`src/rtl/lfsr_period_monitor.sv`:
```
// lfsr_period_monitor: measures the period of an LFSR from a captured seed, tracks the HD range,
// flags lock-up/timeout and hands one result record downstream on a valid/ready handshake.
module lfsr_period_monitor #(
    parameter int WIDTH     = 8,
    parameter int CNT_W     = 16,
    parameter int MAX_STEPS = 65535
) (
    input  logic             clk_i,
    input  logic             rst_ni,
    input  logic             init_valid_i,
    input  logic [WIDTH-1:0] init_seed_i,
    input  logic             step_valid_i,
    input  logic [WIDTH-1:0] lfsr_q_i,
    input  logic [WIDTH-1:0] hd_i,
    input  logic             result_ready_i,
    output logic             result_valid_o,
    output logic [CNT_W-1:0] period_o,
    output logic [WIDTH-1:0] hd_min_o,
    output logic [WIDTH-1:0] hd_max_o,
    output logic             lockup_o,
    output logic             timeout_o,
    output logic             busy_o
);
    localparam logic [CNT_W-1:0] MAX_C = CNT_W'(MAX_STEPS);

    typedef enum logic [1:0] {IDLE, TRACK, REPORT} state_e;

    state_e           state_q, state_d;
    logic [WIDTH-1:0] seed_q, seed_d, run_min_q, run_min_d, run_max_q, run_max_d;
    logic [WIDTH-1:0] hd_min_q, hd_min_d, hd_max_q, hd_max_d, min_n, max_n;
    logic [CNT_W-1:0] count_q, count_d, period_q, period_d, count_n;
    logic             lockup_q, lockup_d, timeout_q, timeout_d;
    logic             hs, start, step, hit_zero, hit_seed, hit_max, term;

    // init wins over a coincident step; in REPORT it is only taken together with a handshake
    always_comb begin
        hs       = state_q == REPORT && result_ready_i;
        start    = init_valid_i && (state_q != REPORT || hs);
        step     = state_q == TRACK && step_valid_i && !init_valid_i;
        count_n  = count_q + 1'b1;
        min_n    = hd_i < run_min_q ? hd_i : run_min_q;
        max_n    = hd_i > run_max_q ? hd_i : run_max_q;
        hit_zero = lfsr_q_i == '0;
        hit_seed = lfsr_q_i == seed_q;
        hit_max  = count_n == MAX_C;
        term     = hit_zero || hit_seed || hit_max;
    end

    always_ff @(posedge clk_i or negedge rst_ni) begin
        if (!rst_ni) state_q <= IDLE;
        else         state_q <= state_d;
    end

    always_comb begin
        state_d = start ? (init_seed_i == '0 ? REPORT : TRACK) :
                  step  ? (term ? REPORT : TRACK) :
                  hs    ? IDLE : state_q;
    end

    always_comb begin
        result_valid_o = state_q == REPORT;
        busy_o         = state_q == TRACK;
        period_o       = period_q;
        hd_min_o       = hd_min_q;
        hd_max_o       = hd_max_q;
        lockup_o       = lockup_q;
        timeout_o      = timeout_q;
    end

    always_comb begin
        seed_d    = seed_q;
        count_d   = count_q;
        run_min_d = run_min_q;
        run_max_d = run_max_q;
        period_d  = period_q;
        hd_min_d  = hd_min_q;
        hd_max_d  = hd_max_q;
        lockup_d  = lockup_q;
        timeout_d = timeout_q;
        if (start) begin
            seed_d    = init_seed_i;
            count_d   = '0;
            run_min_d = '1;
            run_max_d = '0;
            lockup_d  = init_seed_i == '0;
            timeout_d = 1'b0;
            if (init_seed_i == '0) begin
                period_d = '0;
                hd_min_d = '0;
                hd_max_d = '0;
            end
        end else if (step) begin
            count_d   = count_n;
            run_min_d = min_n;
            run_max_d = max_n;
            if (term) begin
                period_d  = count_n;
                hd_min_d  = min_n;
                hd_max_d  = max_n;
                lockup_d  = hit_zero;
                timeout_d = !hit_zero && !hit_seed;
            end
        end else if (hs) begin
            lockup_d  = 1'b0;
            timeout_d = 1'b0;
        end
    end

    always_ff @(posedge clk_i or negedge rst_ni) begin
        if (!rst_ni) begin
            seed_q    <= '0;
            count_q   <= '0;
            run_min_q <= '0;
            run_max_q <= '0;
            period_q  <= '0;
            hd_min_q  <= '0;
            hd_max_q  <= '0;
            lockup_q  <= 1'b0;
            timeout_q <= 1'b0;
        end else begin
            seed_q    <= seed_d;
            count_q   <= count_d;
            run_min_q <= run_min_d;
            run_max_q <= run_max_d;
            period_q  <= period_d;
            hd_min_q  <= hd_min_d;
            hd_max_q  <= hd_max_d;
            lockup_q  <= lockup_d;
            timeout_q <= timeout_d;
        end
    end
endmodule

```
`config.mk`:
```
export PLATFORM = sky130hd
export DESIGN_NAME = lfsr_period_monitor
export DESIGN_NICKNAME = d
export VERILOG_FILES = /design/src/rtl/lfsr_period_monitor.sv
export SDC_FILE = /design/constraint.sdc
export NUM_CORES = 1
export LEC_CHECK = 0
export ABC_AREA = 1
export CAP_MARGIN = 40
export CORE_MARGIN = 2
export CORE_UTILIZATION = 58
export CTS_CLUSTER_SIZE = 28
export DETAILED_ROUTE_END_ITERATION = 7
export GPL_TIMING_DRIVEN = 0
export PLACE_DENSITY = 0.94
export REMOVE_ABC_BUFFERS = 1
export SYNTH_ARGS = -nofsm -noshare
export SYNTH_HDL_FRONTEND = slang
export SYNTH_SLANG_ARGS = --single-unit
```
`constraint.sdc`:
```
create_clock -name clk_i -period 5.6 [get_ports clk_i]
set_input_delay 0.56 -clock clk_i [delete_from_list [all_inputs] [get_ports clk_i]]
set_output_delay 0.56 -clock clk_i [all_outputs]
set_load 0.01 [all_outputs]
```
### After elaboration in Yosys (flattened, before gate mapping)

Cells that the tools add are included.

* register bits after elaboration: 76
* logic and storage cells: 69
* input bits: 29

* magnitude comparators: 2
* reduce and logical (&&, ||, !) cells: 18
* eq/ne operators: 7
* multiplexer cells: 31
* $add $sub $neg: 1

Operator list (number)
* 8-bit two-way mux: 13
* 16-bit two-way mux: 6
* 16-bit by 1-bit adder with 16-bit output, second input constant: 1
* 16-bit == test, second input constant: 1
* 8-bit zero test: 2
* 2-bit two-way mux: 5
* 8-bit == test: 1
* 8-bit greater-than comparator: 1
* 8-bit less-than comparator: 1
* 1-bit two-way mux: 7
* 1-bit logical AND: 5
* 2-bit nonzero test: 2
* 1-bit zero test: 3
* 1-bit logical OR: 3
* 3-bit by 2-bit != test with 1-bit output, second input constant: 1
* 3-bit AND reduction: 1
* 3-bit nonzero test: 1
* 2-bit by 1-bit == test with 1-bit output, second input constant: 1
* 2-bit == test, second input constant: 1
* 2-bit by 1-bit != test with 1-bit output, second input constant: 1
* 2-bit != test, second input constant: 1
* 2-bit AND reduction: 1

### Depth between registers and ports, before layout

* depth in word-level cells: 6
* mapped depth: 16

### Worst setup path before layout

OpenSTA, ideal clock, no wires.

* path type: flip-flop to flip-flop
* start point: register count_q[1]
* end point: register hd_max_q[5], in the netlist hd_max_o[5]
* arrival time: 1.858 ns
* period minus slack after synthesis: 1.976 ns
* stages on the path, launching flop included: 16
* path slack: 3.624 ns
* cell sequence: dfrtp_1 ha_1 nand2_1 nor2_2 nand2_1 nand2_1 nand2_1 nor2_1 nand2_1 nor2_1 nand3_1 nand2_2 nand2_4 buf_2 nand3_1 nand2_1

* cells in the longest elaborated chain, start to end: 5

RTL lines
* from (decl): RTL line 31 `logic [CNT_W-1:0] count_q, count_d, period_q, period_d, count_n;`
* from (signal assigned): RTL line 122 `count_q <= count_d;`
* 16-bit by 1-bit adder with 16-bit output: RTL line 40 `count_n = count_q + 1'b1;`
* 16-bit == test: RTL line 45 `hit_max = count_n == MAX_C;`
* 1-bit logical OR: RTL line 46 `term = hit_zero || hit_seed || hit_max;`
* 2-bit nonzero test (no line)
* 3-bit AND reduction (no line)
* to (signal assigned): RTL line 127 `hd_max_q <= hd_max_d;`
* to (decl): RTL line 30 `logic [WIDTH-1:0] hd_min_q, hd_min_d, hd_max_q, hd_max_d, min_n, max_n;`

Every way passes these cells.
A chain may end at the register's enable or synchronous reset.

### Worst setup path after layout

* start point: register count_q[1]
* end point: register hd_min_q[0], in the netlist hd_min_o[0]

* cells in the longest elaborated chain, start to end: 5

RTL lines
* 16-bit by 1-bit adder with 16-bit output: RTL line 40
* 16-bit == test: RTL line 45
* 1-bit logical OR: RTL line 46
* 2-bit nonzero test (no line)
* 3-bit AND reduction (no line)
* to (signal assigned): RTL line 126 `hd_min_q <= hd_min_d;`
* to (decl): RTL line 30

Every way passes these cells.

==> impl_metrics.csv <==
group,metric,value,unit
global_routing,antenna_found_initial,0,
global_routing,grt_first_pass_wirelength,17700,um
setup_path,crit_path_start_kind,"register",
yosys,ys_types,31,
clock_network,clock_root_buffer,"clkbuf_8",
sta,timing.final.setup_violations,0,
clock_network,tritoncts,"done",
yosys,syn_inst,545,
sta,pins_over_slew_limit,0,
floorplan,fp.dieH,88.7,um
sta,fin_tns_setup,0,ns
sta,slew-limit-headroom,51.9,%
setup_path,regToRegSetupSlack,2.76,ns
power,pwr_cell_area,240,mW/mm^2
yosys,synthesis.yosys.warnings,0,
clock_network,clkLatencyLatePin,0.35,ns
global_routing,grt-ovfl-total,0,
sta,period_share,50.7,%
clock_network,post_cts.resized_instances,0,
floorplan,fp.dieW,88.7,um
sta,finalHoldViolCount,0,
place,gpl.final_weighted_congestion,0.942,
sta,worst-slew-pin-transition,0.720,ns
global_routing,grt.total_usage,28.7,%
power,vdd_ir_drop_max,142,uV
setup_path,criticalPathCategory,"reg -> reg",
setup_path,timing.critical_path.arrival,3.08,ns
sta,timing.final.ws_setup,2.76,ns
floorplan,dieArea,0.00787,mm^2
layout,utilization,74.6,%
routing,detail_route.first_pass.iterations,6,
setup_path,worstPathMaxFanout,35,
yosys,post_synth.cell_area_avg,7.64,um^2
sta,final_period_minus_worst_setup_slack,2.84,ns
clock_network,clock_sink_count,76,
floorplan,initial_utilization,60.6,%
sta,final.setup_skew,0.00955,ns
outcome,run_status,"complete, no violations",
place,post_dp_cell_area,0.00494,mm^2
power,p_leak,2.51,nW
flow_run,cap_violations,0,
layout,design.final.nets,655,
global_routing,grt_pass1_vias,3908,
routing,drt_antenna_net_count,0,
place,dp_worst_setup_slack,2.60,ns
layout,mostFrequentLayoutCells,"nand2_1 (174), dfrtp_1 (76), nand3_1 (68)",
setup_path,cpPeakStageDelay,0.42,ns
clock_network,cts-root-to-sink-buffers,2,
layout,fillerInstances,546,
sta,rsz0062_at_grt,"no",
setup_path,cpMaxStageDelayCell,"dfrtp_1",
yosys,synthesized_cell_area,0.00416,mm^2
setup_path,timing.rr.start,"count_q[1]",
routing,remaining_drc_errors,0,
clock_network,htree_levels,3,
floorplan,floorplan.rows,30,
sta,hold_slack,0.0973,ns
worst_hold_path,timing.hold.worst.class,"in -> async",
setup_path,crit_path_cell_trace,"ha_1, nand2_1, nor2_2, nand3_1, nand2_1, nor2_1, nand2_1, nor2_1, nand3_1, nand2_2, nand2_4, clkinv_4, nand2_1, nand2_1",
yosys,postSynthRegisterBits,76,
global_routing,grt_max_degree,56,
yosys,synth.yosys.seq_area_share,45.7,%
layout,fin_area,0.00513,mm^2
routing,drt_iter0_drc,253,
routing,routed-via-count,4003,
floorplan,core_area,0.00687,mm^2
layout,antennaDiodeCount,0,
routing,detail_route.wirelength,10300,um
clock_network,quantity_of_hold_fixing_buffers_added_after_cts,0,
clock_network,setup_fix_buffers_added_after_clock_tree_synthesis,0,
setup_path,critical_path_required,5.84,ns
layout,final_common_cell,"nand2_1",
routing,post_drt_via_cell_ratio,5.65,
layout,drive_above_1_share,5.38,%
setup_path,cell_repeated_most_along_the_worst_path,"nand2_1",
setup_path,critPathCaptureType,"register",
sta,achievable-frequency,0.353,GHz
layout,synthToLayoutAreaGrowth,23.2,%
floorplan,design.portCount,65,
place,numPortBuffers,64,
setup_path,worst_reg2reg_endpoint,"hd_min_o[0]",
routing,detail_route.wl_per_cell,14.6,um
place,dp_hpwl,7470,um
setup_path,ff2ff_path_depth,14,
clock_network,path_clk_slew,0.08,ns
clock_network,cts_inserted_buffers,9,
[layer usage]
layer  vias to the layer above  share of wire, %  track usage (%)
met5                         -                 0                0
li1                       1915                 -                -
met4                         0               2.2             10.7
met1                      1909                42             36.6
met2                       154                50             49.0
met3                        25               5.9             4.76
[layout make-up]
type | instances | area [um^2] | area share (%)
clock buffers | 14 | 183 | 3.56
clock inverters | 1 | 5.00 | 0.0976
inverters | 63 | 241 | 4.71
multi-input cells | 389 | 1940 | 37.9
flip-flops and latches | 76 | 1900 | 37.1
well taps | 96 | 120 | 2.34
repair buffers | 70 | 733 | 14.3
[report_power, final]
group | internal, mW | switching [mW] | total [mW]
clock network | 0.207 | 0.196 | 0.403
logic | 0.0944 | 0.131 | 0.226
registers | 0.580 | 0.0205 | 0.600
[how the worst max path moves through the flow]
stage                       startpoint      endpoint  slack (ns)  cells after the start
after floorplan           init_valid_i      lockup_o        2.88                      8
after global placement    init_valid_i   count_q[13]        1.38                      7
after detailed placement  init_valid_i  run_min_q[7]        2.60                     10
after CTS                   count_q[1]   hd_min_o[0]        2.80                     14
after global routing        count_q[1]  period_o[12]        2.52                     14
final                       count_q[1]   hd_min_o[0]        2.76                     14
[per-stage QoR]
step / power (mW) / instances
floorplan: 0.725 / 528
global placement: 0.811 / 688
detailed placement: 0.831 / 694
CTS: 1.23 / 709
global route: 1.28 / 709
finish: 1.23 / 709
[critical path, delay by kind of cell (launching register included)]
| family | cells | cell delay [ns] |
|---|---|---|
| and+or+nand+nor | 12 | 1.76 |
| DFF | 1 | 0.42 |
| adders and majority gates | 1 | 0.28 |
| buffers and inverters | 1 | 0.26 |
[synth_stat cells (all sizes together)]
library cell / count / area (um^2)
nand4: 21 / 131
o211ai: 2 / 15.0
dfrtp: 76 / 1900
a211oi: 1 / 7.51
o21ai: 33 / 165
nand3: 68 / 340
ha: 17 / 213
clkinv: 2 / 12.5
clkbuf: 12 / 45.0
inv: 61 / 229
nand2: 177 / 677
a31oi: 1 / 6.26
and2: 1 / 6.26
o21a: 1 / 7.51
nor2: 33 / 139
nor3: 2 / 10.0
xor2: 7 / 61.3
a21oi: 10 / 50.1
nor4: 3 / 33.8
o22ai: 10 / 62.6
buf: 5 / 31.3
xnor2: 2 / 17.5
[cells by family (layout without fill, tap and decap cells)]
group	Yosys count	after routing	share of synthesized area, %
adder cells (fa/ha/maj)	17	17	5.11
XOR/XNOR	9	9	1.89
AO/OA/AOI/OAI	58	58	7.54
AND/OR/NAND/NOR	305	305	32.1
buffers and inverters	80	148	7.63
flip-flops	76	76	45.7
[registers in the layout, indices dropped and copies added (netlist names)]
signal / cells
seed_q: 8
timeout_o: 1
run_min_q: 8
state_q: 2
lockup_o: 1
period_o: 16
count_q: 16
hd_min_o: 8
hd_max_o: 8
run_max_q: 8
Power figures use the tool's default switching activity.
